--- src/rtl/pipeline_hazard_ctrl.sv ---
// Stall/flush/forward controller for a 5-stage RISC-V pipeline with boot purge and memory-wait FSM.
// Optional macro PERF_CNT_EN adds saturating StallCnt/FlushCnt performance counters.
module pipeline_hazard_ctrl #(
    parameter int BOOT_CYCLES = 4,
    parameter int MEM_TIMEOUT = 64,
    parameter int CNT_W       = 32
) (
    input  logic             clk,
    input  logic             rst,
    input  logic [4:0]       Rs1D,
    input  logic [4:0]       Rs2D,
    input  logic [4:0]       Rs1E,
    input  logic [4:0]       Rs2E,
    input  logic [4:0]       RdE,
    input  logic [1:0]       ResultSrcE,
    input  logic             PCSrcE,
    input  logic [4:0]       RdM,
    input  logic [4:0]       RdW,
    input  logic             RegWriteM,
    input  logic             RegWriteW,
    input  logic             MemReqM,
    input  logic             MemAckM,
    output logic             StallF,
    output logic             StallD,
    output logic             StallE,
    output logic             StallM,
    output logic             StallW,
    output logic             FlushD,
    output logic             FlushE,
    output logic [1:0]       ForwardAE,
    output logic [1:0]       ForwardBE,
    output logic             MemBusy,
    output logic             MemErr,
`ifdef PERF_CNT_EN
    output logic [CNT_W-1:0] StallCnt,
    output logic [CNT_W-1:0] FlushCnt,
`endif
    output logic [1:0]       dbg_state
);

    typedef enum logic [1:0] {
        BOOT     = 2'd0,
        RUN      = 2'd1,
        MEM_WAIT = 2'd2
    } state_t;

    localparam int BW = (BOOT_CYCLES > 1) ? $clog2(BOOT_CYCLES) : 1;
    localparam int WW = $clog2(MEM_TIMEOUT);
    localparam logic [BW-1:0] BOOT_LAST = BW'(BOOT_CYCLES - 1);
    localparam logic [WW-1:0] WAIT_LAST = WW'(MEM_TIMEOUT - 1);

    state_t        state_q, state_d;
    logic [BW-1:0] boot_cnt_q, boot_cnt_d;
    logic [WW-1:0] wait_cnt_q, wait_cnt_d;
    logic          mem_err_q, mem_err_d;
    logic          lw_stall, timeout, freeze;

    // MEM stage has the younger result, so it takes priority over WB.
    function automatic logic [1:0] fwd_sel(input logic [4:0] rs, input logic [4:0] rdm,
                                           input logic wm, input logic [4:0] rdw, input logic ww);
        if (wm && rdm != 5'd0 && rdm == rs)      return 2'b10;
        else if (ww && rdw != 5'd0 && rdw == rs) return 2'b01;
        else                                     return 2'b00;
    endfunction

    always_comb begin
        lw_stall = (ResultSrcE == 2'b01) && (RdE != 5'd0) && (RdE == Rs1D || RdE == Rs2D);
        // The wait counter already holds 1 on entry, so the RUN cycle counts toward the timeout.
        timeout  = (state_q == MEM_WAIT) && !MemAckM && (wait_cnt_q == WAIT_LAST);
        freeze   = ((state_q == RUN) && MemReqM && !MemAckM) ||
                   ((state_q == MEM_WAIT) && !MemAckM && !timeout);

        StallF     = 1'b0;
        StallD     = 1'b0;
        StallE     = 1'b0;
        StallM     = 1'b0;
        StallW     = 1'b0;
        FlushD     = 1'b0;
        FlushE     = 1'b0;
        ForwardAE  = 2'b00;
        ForwardBE  = 2'b00;
        MemBusy    = 1'b0;
        state_d    = state_q;
        boot_cnt_d = boot_cnt_q;
        wait_cnt_d = wait_cnt_q;
        mem_err_d  = mem_err_q;

        case (state_q)
            BOOT: begin
                StallF = 1'b1;
                FlushD = 1'b1;
                FlushE = 1'b1;
                if (boot_cnt_q == BOOT_LAST) begin
                    state_d    = RUN;
                    boot_cnt_d = '0;
                end else begin
                    boot_cnt_d = boot_cnt_q + 1'b1;
                end
            end
            default: begin
                ForwardAE = fwd_sel(Rs1E, RdM, RegWriteM, RdW, RegWriteW);
                ForwardBE = fwd_sel(Rs2E, RdM, RegWriteM, RdW, RegWriteW);
                if (freeze) begin
                    {StallF, StallD, StallE, StallM, StallW} = 5'b11111;
                    MemBusy = 1'b1;
                    state_d = MEM_WAIT;
                    wait_cnt_d = (state_q == RUN) ? WW'(1) : wait_cnt_q + 1'b1;
                end else begin
                    if (PCSrcE) begin
                        FlushD = 1'b1;
                        FlushE = 1'b1;
                    end else if (lw_stall) begin
                        StallF = 1'b1;
                        StallD = 1'b1;
                        FlushE = 1'b1;
                    end
                    state_d    = RUN;
                    wait_cnt_d = '0;
                    if (timeout) mem_err_d = 1'b1;
                end
            end
        endcase
    end

    always_ff @(posedge clk) begin
        if (rst) begin
            state_q    <= BOOT;
            boot_cnt_q <= '0;
            wait_cnt_q <= '0;
            mem_err_q  <= 1'b0;
        end else begin
            state_q    <= state_d;
            boot_cnt_q <= boot_cnt_d;
            wait_cnt_q <= wait_cnt_d;
            mem_err_q  <= mem_err_d;
        end
    end

    assign MemErr    = mem_err_q;
    assign dbg_state = state_q;

`ifdef PERF_CNT_EN
    logic [CNT_W-1:0] stall_cnt_q, stall_cnt_d;
    logic [CNT_W-1:0] flush_cnt_q, flush_cnt_d;

    always_comb begin
        stall_cnt_d = stall_cnt_q;
        flush_cnt_d = flush_cnt_q;
        if (state_q != BOOT && StallF && stall_cnt_q != '1) stall_cnt_d = stall_cnt_q + 1'b1;
        if (state_q == RUN && FlushD && flush_cnt_q != '1)  flush_cnt_d = flush_cnt_q + 1'b1;
    end

    always_ff @(posedge clk) begin
        if (rst) begin
            stall_cnt_q <= '0;
            flush_cnt_q <= '0;
        end else begin
            stall_cnt_q <= stall_cnt_d;
            flush_cnt_q <= flush_cnt_d;
        end
    end

    assign StallCnt = stall_cnt_q;
    assign FlushCnt = flush_cnt_q;
`endif

endmodule

--- config.mk ---
export PLATFORM = sky130hd
export DESIGN_NAME = pipeline_hazard_ctrl
export DESIGN_NICKNAME = d
export VERILOG_FILES = /design/src/rtl/pipeline_hazard_ctrl.sv
export SDC_FILE = /design/constraint.sdc
export NUM_CORES = 1
export LEC_CHECK = 0
export ABC_AREA = 1
export CORE_MARGIN = 2
export CORE_UTILIZATION = 42
export CTS_CLUSTER_DIAMETER = 100
export DETAILED_ROUTE_END_ITERATION = 12
export PLACE_DENSITY = 0.87
export SKIP_CTS_REPAIR_TIMING = 1
export SLEW_MARGIN = 10
export SYNTH_ARGS = -nofsm -noshare
export SYNTH_HDL_FRONTEND = slang
export SYNTH_SLANG_ARGS = --single-unit
export TNS_END_PERCENT = 5
--- constraint.sdc ---
create_clock -name clk -period 3.94 [get_ports clk]
set_input_delay 0.788 -clock clk [delete_from_list [all_inputs] [get_ports clk]]
set_output_delay 0.788 -clock clk [all_outputs]
set_load 0.03 [all_outputs]
# After elaboration in Yosys (flattened, before gate mapping)

Cells that the tools add are included.

Equality and inequality tests: 12
Bitwise gates (word level): 2
Reductions and logical operators: 22
Muxes and demuxes: 25
Add/sub/neg operators: 2

Operators by type and width:

| cell                | count |
|---|---|
| $eq 5x5->1          | 6 |
| $mux 2              | 8 |
| $mux 1              | 15 |
| $reduce_bool 5->1   | 3 |
| $logic_and 1x1->1   | 13 |
| $mux 6              | 2 |
| $add 6x1->6 const B | 1 |
| $eq 6x6->1 const B  | 1 |
| $eq 2x1->1 const B  | 2 |
| $eq 2x2->1 const B  | 2 |
| $reduce_and 3->1    | 1 |
| $add 2x1->2 const B | 1 |
| $logic_not 1->1     | 2 |
| $logic_not 2->1     | 1 |
| $logic_or 1x1->1    | 2 |
| $ne 2x2->1 const B  | 1 |
| $not 1->1           | 2 |

Output and inout port bits: 15
Input bits: 44
Logic and storage cells: 67
Bits in registers: 11

# Depth between registers and ports, before layout

Depth after elaboration: 8
Depth in mapped cells: 12
Gate-level depth less buffers: 12

# Worst setup path after synthesis

OpenSTA, ideal clock, no wires.

Path type: input port to output port
Start point: input port MemAckM
End point: output port StallD
Cell stages on the path: 7
Data arrival time: 1.892 ns
Slack: 1.260 ns
Data required time: 3.152 ns
Cells stage by stage: inv_1 > nand3_2 > nor2_4 > inv_4 > nand2_4 > inv_4 > a21oi_1

Word-level cells in the longest chain between the ends: 8

Ends and longest elaborated chain:

| item                 | line       | RTL |
|---|---|---|
| start, declared      | 22         | `input logic MemAckM,` |
| $logic_not 1->1 (*)  | 69, 70, 71 |  |
| $logic_and 1x1->1    | 69, 71     |  |
| $logic_and 1x1->1    | 69         | `timeout = (state_q == MEM_WAIT) && !MemAckM && (wait_cnt_q == WAIT_LAST);` |
| $logic_not 1->1      | 71         | `((state_q == MEM_WAIT) && !MemAckM && !timeout);` |
| $logic_and 1x1->1    | 71         |  |
| $logic_or 1x1->1 (*) | 70         | `freeze = ((state_q == RUN) && MemReqM && !MemAckM) \|\|` |
| $mux 1 (*)           | 103        | `if (freeze) begin` |
| $mux 1 (*)           | 88         | `case (state_q)` |
| end, declared        | 24         | `output logic StallD,` |

Every way passes the cells marked *; elsewhere a longest branch is shown, timed or not.

# Worst setup path in the final report

Start point: input port RdE[2]
End point: output port StallD

Word-level cells in the longest chain between the ends: 7

Ends and longest elaborated chain:

| item                                                         | line | RTL |
|---|---|---|
| start, declared                                              | 14   | `input logic [4:0] RdE,` |
| $eq 5x5->1 / $reduce_bool 5->1 (equally long branches)       | 67   | `lw_stall = (ResultSrcE == 2'b01) && (RdE != 5'd0) && (RdE == Rs1D \|\| RdE == Rs2D);` |
| $logic_or 1x1->1 / $logic_and 1x1->1 (equally long branches) | 67   |  |
| $logic_and 1x1->1 (*)                                        | 67   |  |
| $mux 1 (*)                                                   | 112  | `end else if (lw_stall) begin` |
| $mux 1 (*)                                                   | 109  | `if (PCSrcE) begin` |
| $mux 1 (*)                                                   | 103  |  |
| $mux 1 (*)                                                   | 88   |  |

Marked as above.

==> results <==
-- cell type report --
class	instances	area [µm²]
clock buffer	4	26.3
fill	225	756
inverter	29	114
multi-input combinational	137	736
sequential	11	220
tap	30	37.5
timing repair buffer	59	588
-- per-stage QoR --
stage / cells / hold slack, ps / setup WS [ps] / util
floorplan: 182 / 443 / 1260 / -
global placement: 266 / 453 / 507 / 0.684
detailed placement: 266 / 458 / 475 / 0.684
CTS: 270 / 474 / 460 / 0.695
global route: 270 / 503 / 314 / 0.695
finish: 270 / 473 / 481 / 0.695
-- worst paths after layout --
check                        to  slack (ps)  cells after the start
setup / recovery         StallD         480                     10
hold / removal           MemErr         470                      2
setup reg to reg  wait_cnt_q[0]        2500                     12
hold reg to reg          MemErr         470                      2
-- state kept, by name, summed over array words and instances (netlist names) --
signal and count:
dbg_state 2, boot_cnt_q 2, wait_cnt_q 6, MemErr 1
-- logic make-up (layout without fill, tap and decap cells) --
family,after synthesis,after routing,synth area share
AO/OA/AOI/OAI,18,18,0.0864
XOR/XNOR,20,20,0.159
adder cells (fa/ha/maj),2,2,0.0227
buffers and inverters,34,92,0.132
flip-flops,11,11,0.200
AND/OR/NAND/NOR,97,97,0.400
-- cell usage in the layout (no fill, tap or decap) --
cell type / Yosys / layout
nor2_2: 1 / 1
nor2_4: 2 / 2
clkbuf_1: 1 / 1
and2_1: 1 / 1
ha_1: 2 / 2
nor2_1: 26 / 26
o21ai_0: 4 / 4
a21oi_1: 11 / 11
xor2_1: 5 / 5
nand2_4: 1 / 1
o22ai_1: 2 / 2
inv_1: 27 / 27
dfxtp_1: 11 / 11
nand2_1: 43 / 43
xnor2_1: 15 / 15
nand3_2: 1 / 1
nand3_1: 9 / 9
nand4_1: 2 / 2
or2_2: 1 / 1
nand3b_1: 1 / 1
nand2_2: 3 / 3
inv_4: 2 / 2
clkdlybuf4s50_1: 0 / 58
nor3_1: 5 / 5
nor3_2: 1 / 1
buf_4: 3 / 1
a211oi_1: 1 / 1
clkbuf_4: 0 / 3
-- layer usage --
layer,part of all wire,global-route usage
met5,0,0
met4,0.0072,0.0418
met3,0.061,0.0492
met2,0.50,0.337
met1,0.43,0.213
-- power breakdown --
| group | internal [W] | switching (W) |
|---|---|---|
| registers | 0.000124 | 0.00000861 |
| clock network | 0.0000393 | 0.0000393 |
| logic | 0.000102 | 0.000106 |
-- worst register-to-register path: stages, from the launching register on --
cell and delay (ps):
dfxtp_1 380, ha_1 200, nand2_2 70, nor2_2 110, nand2_2 80, nor2_4 120
nor2_4 60, inv_4 60, nand2_4 80, inv_4 80, nand2_2 40, nand2_1 40
inv_1 30
==> results by group <==
Run status
  • Status: finished clean

Critical path
  • CP cell instances: clkdlybuf4s50_1 > inv_1 > nand2_1 > nand2_1 > nor2_1 > nand3_1 > nand2_1 > nand3_1 > a21oi_1 > clkdlybuf4s50_1
  • Crit-path max cell delay: 690 ps
  • CP max stage cell: clkdlybuf4s50_1
  • Startpoint types: input port
  • Worst Setup SP: RdE[2]
  • WP data required: 3150 ps
  • Crit path top cell by count: nand2_1
  • Max FO, Critical Path: 4
  • Top delay family on crit path: buffers and inverters
  • Reg2reg start: wait_cnt_q[0]
  • Worst Setup Path Type: input port to output pin
  • CP Capture Type: output pin
  • Buf/Inv on CP: 3
  • CP arrival: 2670 ps

Cells and area
  • Nets: 287
  • Area delta synth->final: 56.4%
  • Layout Cell Area excl Fill: 1720 µm²
  • Diode count: 0
  • Layout cell share with drive strength beyond 1: 0.0667

Global route
  • All-Layer GR Usage: 0.185
  • First-pass GRT wire length: 4660 µm
  • Largest net degree at the start of global routing: 14
  • Overflow after GRT: 0
  • Vias in the first global route: 1169
  • Initial antenna violation count: 0

Floorplan
  • Io pins: 59
  • Die Y: 55.2 µm
  • Starting Density: 0.444
  • Num rows: 18
  • Die area: 3050 µm²
  • Core footprint: 2480 µm²
  • Die width: 55.2 µm

Synthesis
  • Asr flop ratio synth: 0
  • Yosys top cell by area: dfxtp_1
  • Main synth FF type: dfxtp_1
  • Gate Count Post-Synth: 182
  • Seq cells post-synth: 11
  • Count of cell types in the netlist: 27
  • Top-count cell post-synth: nand2_1
  • Synthesized area: 1100 µm²
  • Syn_nets: 228
  • Commonest cells in the netlist: 43 x nand2_1, 27 x inv_1, 26 x nor2_1
  • Number of synthesized flops with an enable pin: 0
  • Ranking of synthesized cells by area: dfxtp_1 20%, nand2_1 15%, xnor2_1 12%, inv_1 9.2%, nor2_1 8.9%
  • Post-synthesis sequential area ratio: 0.200
  • Syn_area_per_cell: 6.05 µm²
  • Top cell type's share of synthesized area: 0.200
  • YS warnings: 0

Pwr
  • Power Total: 0.000420 W
  • P_leak: 0.743 nW
  • VDD IR max: 0.244 mV
  • Pwr per Cell Area: 244 nW/µm²

Route
  • Routed len/inst: 10.3 µm
  • Final ANT Viol Nets: 0
  • Starting DRC count in detailed routing: 23
  • Via count: 1250
  • Drt via density: 4.63
  • Routed WL: 2770 µm
  • Router iterations before antenna repair: 6
  • DRC Markers: 0

Clock tree
  • CTS clk-pin slew, worst paths: 70 ps
  • Clock buffer depth: 2
  • TritonCTS clock tree: built
  • H-tree Lvls: 1
  • CTS Buf Count: 3
  • Worst-Skew Late Latency: 280 ps
  • Root Buffer: clkbuf_4
  • # clock sinks: 11

Timing
  • Fmax: 0.289 GHz
  • Slew of the pin with the lowest slew margin: 336 ps
  • Fin crit period: 3460 ps
  • Final worst-path cycle share: 0.878
  • Setup TNS Final: 0 ps
  • RSZ-0062 raised after global routing: false
  • Final setup vio count: 0
  • Slew margin rel.: 0.775
  • Max Slew Vio Count: 0
  • Final hold viol count: 0
  • Final clock skew: 4.92 ps

Min path
  • Hold_sp: MemErr
  • Worst min path class: register to register

Placed design
  • HPWL after detailed placement: 2330 µm
  • Post-DP Area: 1700 µm²
  • Gpl congestion: 0.891
  • # port buffers: 58

Flow run
  • Max-Cap Viols: 0
(Power assumes the default switching activity.)
